$ cat src/rtl/wb_arbiter.sv
// Write-back arbiter: per-pipe result FIFOs feeding a single registered register-file write port.
// Optional macro WB_ARB_ROUND_ROBIN_EN selects round-robin grant; default is fixed priority (pipe 0 highest).
module wb_arbiter #(
    parameter int unsigned NUM_PIPES  = 4,
    parameter int unsigned DATA_WIDTH = 32,
    parameter int unsigned REG_WIDTH  = 5,
    parameter int unsigned FIFO_DEPTH = 2
) (
    input  logic                                              clk,
    input  logic                                              rst,
    input  logic [NUM_PIPES-1:0]                              pipe_valid_i,
    output logic [NUM_PIPES-1:0]                              pipe_ready_o,
    input  logic [NUM_PIPES-1:0]                              pipe_wr_en_i,
    input  logic [NUM_PIPES*REG_WIDTH-1:0]                    pipe_rd_i,
    input  logic [NUM_PIPES*DATA_WIDTH-1:0]                   pipe_data_i,
    output logic                                              wb_valid_o,
    output logic                                              wb_wr_en_o,
    output logic [REG_WIDTH-1:0]                              wb_rd_o,
    output logic [DATA_WIDTH-1:0]                             wb_data_o,
    output logic [((NUM_PIPES > 1) ? $clog2(NUM_PIPES) : 1)-1:0] wb_pipe_id_o
);

    localparam int unsigned PTR_W = $clog2(FIFO_DEPTH);
    localparam int unsigned CNT_W = $clog2(FIFO_DEPTH + 1);
    localparam int unsigned ID_W  = (NUM_PIPES > 1) ? $clog2(NUM_PIPES) : 1;

    typedef struct packed {
        logic                  wr_en;
        logic [REG_WIDTH-1:0]  rd;
        logic [DATA_WIDTH-1:0] data;
    } wb_entry_t;

    logic [NUM_PIPES-1:0] non_empty_c;
    logic [NUM_PIPES-1:0] pop_c;
    wb_entry_t            head_c [NUM_PIPES];
    logic                 grant_valid_c;
    logic [ID_W-1:0]      grant_id_c;
    wb_entry_t            grant_entry_c;

    // Per-pipe circular FIFO; ready is registered from the next occupancy so it depends on fill level only.
    for (genvar g = 0; g < NUM_PIPES; g++) begin : g_fifo
        wb_entry_t        mem [FIFO_DEPTH];
        logic [PTR_W-1:0] wr_ptr;
        logic [PTR_W-1:0] rd_ptr;
        logic [CNT_W-1:0] count;
        logic [CNT_W-1:0] count_next_c;
        logic             ready_q;
        logic             push_c;

        assign push_c = pipe_valid_i[g] & ready_q;

        always_comb begin
            count_next_c = count;
            if (push_c && !pop_c[g]) begin
                count_next_c = count + CNT_W'(1);
            end else if (!push_c && pop_c[g]) begin
                count_next_c = count - CNT_W'(1);
            end
        end

        always_ff @(posedge clk) begin
            if (rst) begin
                wr_ptr  <= '0;
                rd_ptr  <= '0;
                count   <= '0;
                ready_q <= 1'b1;
            end else begin
                if (push_c) begin
                    mem[wr_ptr] <= '{wr_en: pipe_wr_en_i[g],
                                     rd:    pipe_rd_i[g*REG_WIDTH +: REG_WIDTH],
                                     data:  pipe_data_i[g*DATA_WIDTH +: DATA_WIDTH]};
                    wr_ptr      <= wr_ptr + PTR_W'(1);
                end
                if (pop_c[g]) begin
                    rd_ptr <= rd_ptr + PTR_W'(1);
                end
                count   <= count_next_c;
                ready_q <= (count_next_c != CNT_W'(FIFO_DEPTH));
            end
        end

        assign pipe_ready_o[g] = ready_q;
        assign non_empty_c[g]  = (count != '0);
        assign head_c[g]       = mem[rd_ptr];
    end

`ifdef WB_ARB_ROUND_ROBIN_EN
    logic [ID_W-1:0] rr_ptr;

    // Search starts one past the last granted pipe.
    always_comb begin
        logic [ID_W-1:0] idx;
        grant_valid_c = 1'b0;
        grant_id_c    = '0;
        idx           = '0;
        for (int unsigned i = 0; i < NUM_PIPES; i++) begin
            idx = ID_W'((32'(rr_ptr) + i) % NUM_PIPES);
            if (!grant_valid_c && non_empty_c[idx]) begin
                grant_valid_c = 1'b1;
                grant_id_c    = idx;
            end
        end
    end

    always_ff @(posedge clk) begin
        if (rst) begin
            rr_ptr <= '0;
        end else if (grant_valid_c) begin
            rr_ptr <= (grant_id_c == ID_W'(NUM_PIPES - 1)) ? '0 : grant_id_c + ID_W'(1);
        end
    end
`else
    // Lowest-index non-empty pipe wins.
    always_comb begin
        grant_valid_c = 1'b0;
        grant_id_c    = '0;
        for (int unsigned i = 0; i < NUM_PIPES; i++) begin
            if (!grant_valid_c && non_empty_c[ID_W'(i)]) begin
                grant_valid_c = 1'b1;
                grant_id_c    = ID_W'(i);
            end
        end
    end
`endif

    always_comb begin
        pop_c = '0;
        if (grant_valid_c) begin
            pop_c[grant_id_c] = 1'b1;
        end
    end

    assign grant_entry_c = head_c[grant_id_c];

    // Registered write-back port; all fields forced to zero when nothing retires.
    always_ff @(posedge clk) begin
        if (rst || !grant_valid_c) begin
            wb_valid_o   <= 1'b0;
            wb_wr_en_o   <= 1'b0;
            wb_rd_o      <= '0;
            wb_data_o    <= '0;
            wb_pipe_id_o <= '0;
        end else begin
            wb_valid_o   <= 1'b1;
            wb_wr_en_o   <= grant_entry_c.wr_en && (grant_entry_c.rd != '0);
            wb_rd_o      <= grant_entry_c.rd;
            wb_data_o    <= grant_entry_c.data;
            wb_pipe_id_o <= grant_id_c;
        end
    end

endmodule

$ cat config.mk
export PLATFORM = sky130hd
export DESIGN_NAME = wb_arbiter
export DESIGN_NICKNAME = d
export VERILOG_FILES = /design/src/rtl/wb_arbiter.sv
export SDC_FILE = /design/constraint.sdc
export NUM_CORES = 1
export LEC_CHECK = 0
export ABC_AREA = 1
export CORE_UTILIZATION = 31
export DETAILED_ROUTE_END_ITERATION = 8
export GPL_ROUTABILITY_DRIVEN = 1
export PLACE_DENSITY = 0.47
export SYNTH_ARGS = -nofsm -noshare
export SYNTH_HDL_FRONTEND = slang
export SYNTH_SLANG_ARGS = --single-unit
$ cat constraint.sdc
create_clock -name clk -period 8.5 [get_ports clk]
set_input_delay 1.7 -clock clk [delete_from_list [all_inputs] [get_ports clk]]
set_output_delay 1.7 -clock clk [all_outputs]
set_load 0.02 [all_outputs]
==> impl_results.html <==
<table>
<tr><th>Metric</th><th>Value</th></tr>
<tr><th colspan="2">Status</th></tr>
<tr><td>Outcome</td><td>finished clean</td></tr>
<tr><th colspan="2">Clock tree</th></tr>
<tr><td>Clock Tree Buf Depth</td><td>3</td></tr>
<tr><td>Number of buffers created by CTS</td><td>40</td></tr>
<tr><td>Post-CTS Resized</td><td>0</td></tr>
<tr><td>Htree depth</td><td>2</td></tr>
<tr><td>CTS sink cnt</td><td>369</td></tr>
<tr><td>Clock network latency to the later pin of the worst-skew pair</td><td>520 ps</td></tr>
<tr><td>Hold-fix buffers, CTS</td><td>0</td></tr>
<tr><td>CTS tree</td><td>done</td></tr>
<tr><td>Clk pin slew, worst setup/hold paths</td><td>60 ps</td></tr>
<tr><td>Post-CTS setup buffer count</td><td>0</td></tr>
<tr><td>Clock Tree Root</td><td>sky130_fd_sc_hd__clkbuf_16</td></tr>
<tr><th colspan="2">STA</th></tr>
<tr><td>Peak Freq</td><td>300.9 MHz</td></tr>
<tr><td>Final-layout setup total negative slack</td><td>0 ps</td></tr>
<tr><td>Fin Hold WS</td><td>450.6 ps</td></tr>
<tr><td>Setup repair after global routing missed its margin</td><td>false</td></tr>
<tr><td>Max-slew violation count</td><td>0</td></tr>
<tr><td>Tmin final</td><td>3323 ps</td></tr>
<tr><td>Actual slew at the worst max-slew pin</td><td>about 1200 ps</td></tr>
<tr><td>Clock skew</td><td>12.28 ps</td></tr>
<tr><td>Final Hold Fails</td><td>0</td></tr>
<tr><td>Headroom to the max-slew limit</td><td>0.2216</td></tr>
<tr><td>Total setup violations reported at the end of the flow</td><td>0</td></tr>
<tr><td>Final period utilization</td><td>0.3909</td></tr>
<tr><th colspan="2">Logic synthesis</th></tr>
<tr><td>Biggest area consumer among synthesized cells</td><td>sky130_fd_sc_hd__edfxtp_1</td></tr>
<tr><td>Most frequent cell after synthesis</td><td>sky130_fd_sc_hd__nand2_1</td></tr>
<tr><td>Number of synthesized flops with an enable pin</td><td>304</td></tr>
<tr><td>Synthesized netlist cell count</td><td>1255</td></tr>
<tr><td>Yosys reg bits</td><td>369</td></tr>
<tr><td>Share of the synthesized area in the top cell type</td><td>0.6446</td></tr>
<tr><td>Synthesized net count</td><td>about 1.4k</td></tr>
<tr><td>Synth top cells by count</td><td>sky130_fd_sc_hd__nand2_1 (559), sky130_fd_sc_hd__edfxtp_1 (304), sky130_fd_sc_hd__a21oi_1 (80)</td></tr>
<tr><td>Count of synthesis-stage warnings from yosys</td><td>0</td></tr>
<tr><td>Mean Syn Cell Area</td><td>11.28 sq um</td></tr>
<tr><td>Synth async-reset ratio</td><td>0</td></tr>
<tr><td>Synth top area cells</td><td>sky130_fd_sc_hd__edfxtp_1 (64%), sky130_fd_sc_hd__nand2_1 (15%), sky130_fd_sc_hd__dfxtp_1 (9.2%), sky130_fd_sc_hd__a21oi_1 (2.8%), sky130_fd_sc_hd__nand3_1 (2.5%)</td></tr>
<tr><td>Sequential-to-total area share from yosys stat</td><td>0.7365</td></tr>
<tr><td>Unique cell type count in the Yosys netlist</td><td>24</td></tr>
<tr><td>Leading register cell type out of synthesis</td><td>sky130_fd_sc_hd__edfxtp_1</td></tr>
<tr><td>Post-synthesis cell area</td><td>0.01416 sq mm</td></tr>
<tr><th colspan="2">Setup path</th></tr>
<tr><td>Crit start category</td><td>primary input</td></tr>
<tr><td>Highest-delay cell along the critical path</td><td>sky130_fd_sc_hd__clkdlybuf4s50_1</td></tr>
<tr><td>Worst Setup SP</td><td>rst</td></tr>
<tr><td>Arr. time, crit path</td><td>3720 ps</td></tr>
<tr><td>Kind of end point of the critical path</td><td>flip-flop</td></tr>
<tr><td>Class of the most critical setup path</td><td>primary input to flip-flop</td></tr>
<tr><td>Peak per-stage delay on the critical path</td><td>460 ps</td></tr>
<tr><td>Worst reg2reg setup slack</td><td>5410 ps</td></tr>
<tr><td>Worst-path cell chain</td><td>clkdlybuf4s50_1 -&gt; buf_4 -&gt; inv_1 -&gt; o21ai_2 -&gt; inv_2 -&gt; o21ai_1 -&gt; a21oi_1</td></tr>
<tr><td>Worst r2r src</td><td>g_fifo[1].count[0]$_SDFF_PP0_</td></tr>
<tr><td>Worst r2r path cells</td><td>9</td></tr>
<tr><td>End of the worst register-to-register path</td><td>wb_data_o[6]$_SDFF_PN0_</td></tr>
<tr><td>Biggest fanout along the worst timing path</td><td>28</td></tr>
<tr><td>Capturing element of the worst setup path</td><td>wb_data_o[5]$_SDFF_PN0_</td></tr>
<tr><td>Required time reported for the critical path endpoint</td><td>8900 ps</td></tr>
<tr><th colspan="2">Run</th></tr>
<tr><td>Max-capacitance violation count</td><td>0</td></tr>
<tr><th colspan="2">Floorplan</th></tr>
<tr><td>Initial Utilization</td><td>0.3175</td></tr>
<tr><td>Die ar.</td><td>between 0.04 and 0.05 sq mm</td></tr>
<tr><td>Vertical extent of the die</td><td>roughly 220 microns</td></tr>
<tr><td># IOs</td><td>around 200</td></tr>
<tr><td>Number of rows created at floorplan</td><td>just under 80</td></tr>
<tr><td>X dimension of the die</td><td>215.7 microns</td></tr>
<tr><td>Core area</td><td>about 0.045 sq mm</td></tr>
<tr><th colspan="2">Detailed routing</th></tr>
<tr><td>Final wirelength</td><td>roughly 40000 microns</td></tr>
<tr><td>Ratio of routed vias to standard cells</td><td>4.461</td></tr>
<tr><td>Final antenna-violating net count</td><td>0</td></tr>
<tr><td>Pre-Repair DR Iteration Count</td><td>5</td></tr>
<tr><td>Number of remaining DRC errors</td><td>0</td></tr>
<tr><td>Final routed wire length divided by cell count</td><td>18.81 microns</td></tr>
<tr><td>Number of vias after detailed routing</td><td>9235</td></tr>
<tr><td>Starting DRT DRC Count</td><td>625</td></tr>
<tr><th colspan="2">Global routing</th></tr>
<tr><td>Pin count of the biggest net entering global routing</td><td>79</td></tr>
<tr><td>Number of antenna violations at the first check in global routing</td><td>0</td></tr>
<tr><td>Vias in the first global route</td><td>9015</td></tr>
<tr><td>Global-route wire length before repair</td><td>roughly 58000 microns</td></tr>
<tr><td>Combined global-route utilization of all metal layers</td><td>0.1673</td></tr>
<tr><td>Final global-route overflow total</td><td>0</td></tr>
<tr><th colspan="2">Cells and area</th></tr>
<tr><td>Area of combinational cells with multiple inputs</td><td>0.003337 sq mm</td></tr>
<tr><td>Synth-to-layout area growth</td><td>26.79%</td></tr>
<tr><td>Sequential standard cell area</td><td>0.01043 sq mm</td></tr>
<tr><td>Inserted Diodes</td><td>0</td></tr>
<tr><td>Total number of nets in the final design</td><td>1615</td></tr>
<tr><td>Fill cell count</td><td>4254</td></tr>
<tr><td>Fraction of final layout cells with drive strength greater than 1</td><td>0.06022</td></tr>
<tr><th colspan="2">Placed design</th></tr>
<tr><td>Port-buffer cells</td><td>between 200 and 250</td></tr>
<tr><td>Total half-perimeter wirelength after legalization and detailed placement</td><td>26200 microns</td></tr>
<tr><td>GPL Wtd Cong</td><td>around 0.78</td></tr>
<tr><th colspan="2">Hold path</th></tr>
<tr><td>Hold path cells</td><td>1</td></tr>
<tr><td>Worst min-delay path category</td><td>flip-flop to flip-flop</td></tr>
<tr><td>Source of the worst hold timing path</td><td>g_fifo[3].rd_ptr$_SDFFE_PP0P_</td></tr>
<tr><th colspan="2">Power</th></tr>
<tr><td>Leak</td><td>a little under 7 nW</td></tr>
<tr><td>Worst ir drop on vdd</td><td>203.8 uV</td></tr>
<tr><td>Power density relative to cell area</td><td>332.1 mW/mm^2</td></tr>
</table>
==> cell families (layout without fill, tap and decap cells) <==
group	count (synthesis)	in the layout	share of synthesized area
flops	369	369	0.7365
simple gates	671	671	0.1866
fa+ha+maj	5	5	0.004417
compound gates	106	106	0.03799
xor+xnor	5	5	0.003092
buf+inv	99	322	0.03145
==> through the flow <==
stage	cell area [sq um]	utilization	instances	power (W)	setup slack [ps]
after floorplan	14160	-	1255	0.003649	3466
after global placement	16790	0.3765	2002	0.004466	4667
after detailed placement	16790	0.3765	2002	0.004470	4604
after CTS	17960	0.4025	2070	0.006055	5154
after global routing	17960	0.4025	2070	0.006367	4985
final	17960	0.4025	2070	0.005964	5177
==> flip-flops by register name (all words and copies together) (netlist names), named ones only <==
signal          flops
g_fifo.mem        304
wb_data_o          32
g_fifo.count        8
wb_rd_o             5
g_fifo.rd_ptr       4
g_fifo.ready_q      4
g_fifo.wr_ptr       4
wb_pipe_id_o        2
wb_valid_o          1
wb_wr_en_o          1
==> worst max-delay path, delay by kind of cell <==
kind | cells | cell delay [ps]
compound gates | 3 | 590
buf+inv | 4 | 1400
==> layer usage <==
layer	wire length, microns	part of all wire	GRT usage
met5	0	0	0
met1	19110	0.49	0.2481
met3	1778	0.046	0.02664
met2	17210	0.44	0.2523
met4	828	0.021	0.04563
==> layout make-up <==
class                      count  share of cell area
sequential                   369              0.5809
clock buffer                  54             0.05986
tap                          592             0.04125
inverter                      34            0.007107
clock inverter                14            0.004947
timing repair buffer         220              0.1201
multi-input combinational    787              0.1858
==> how the worst min path moves through the flow <==
stage                                               end  slack (ps)
after floorplan                               flip-flop         430
after global placement    g_fifo[0].rd_ptr$_SDFFE_PP0P_         440
after CTS                                     flip-flop         450
final                                         flip-flop         450
after detailed placement  g_fifo[3].rd_ptr$_SDFFE_PP0P_         450
after global routing      g_fifo[0].wr_ptr$_SDFFE_PP0P_         490
==> cells in the final DEF, fill, tap and decap left out <==
cell	n
sky130_fd_sc_hd__o221ai_1	1
sky130_fd_sc_hd__clkinv_2	8
sky130_fd_sc_hd__bufinv_16	1
sky130_fd_sc_hd__nor2_1	25
sky130_fd_sc_hd__nand2_1	559
sky130_fd_sc_hd__o21ai_0	11
sky130_fd_sc_hd__inv_1	27
sky130_fd_sc_hd__buf_4	18
sky130_fd_sc_hd__nor3_1	1
sky130_fd_sc_hd__o21ai_1	13
sky130_fd_sc_hd__nand4_2	1
sky130_fd_sc_hd__xor2_1	5
sky130_fd_sc_hd__edfxtp_1	304
sky130_fd_sc_hd__nand2_2	3
sky130_fd_sc_hd__a21oi_1	80
sky130_fd_sc_hd__clkdlybuf4s50_1	202
sky130_fd_sc_hd__clkinv_1	5
sky130_fd_sc_hd__nor2_4	5
sky130_fd_sc_hd__clkbuf_16	41
sky130_fd_sc_hd__and2_1	1
sky130_fd_sc_hd__inv_2	7
sky130_fd_sc_hd__o21ai_2	1
sky130_fd_sc_hd__nand4_1	1
sky130_fd_sc_hd__nand3_1	71
sky130_fd_sc_hd__dfxtp_1	65
sky130_fd_sc_hd__clkbuf_1	13
sky130_fd_sc_hd__nor3_2	4
sky130_fd_sc_hd__ha_1	5
==> where the power goes <==
| group | total [W] | internal (W) | switching (W) |
|---|---|---|---|
| Sequential | 0.00228 | 0.00220 | 0.0000780 |
| Combinational | 0.00211 | 0.000636 | 0.00148 |
| Clock | 0.00157 | 0.000911 | 0.000661 |
| Total | 0.00596 | 0.00375 | 0.00222 |
(Power assumes the default switching activity.)
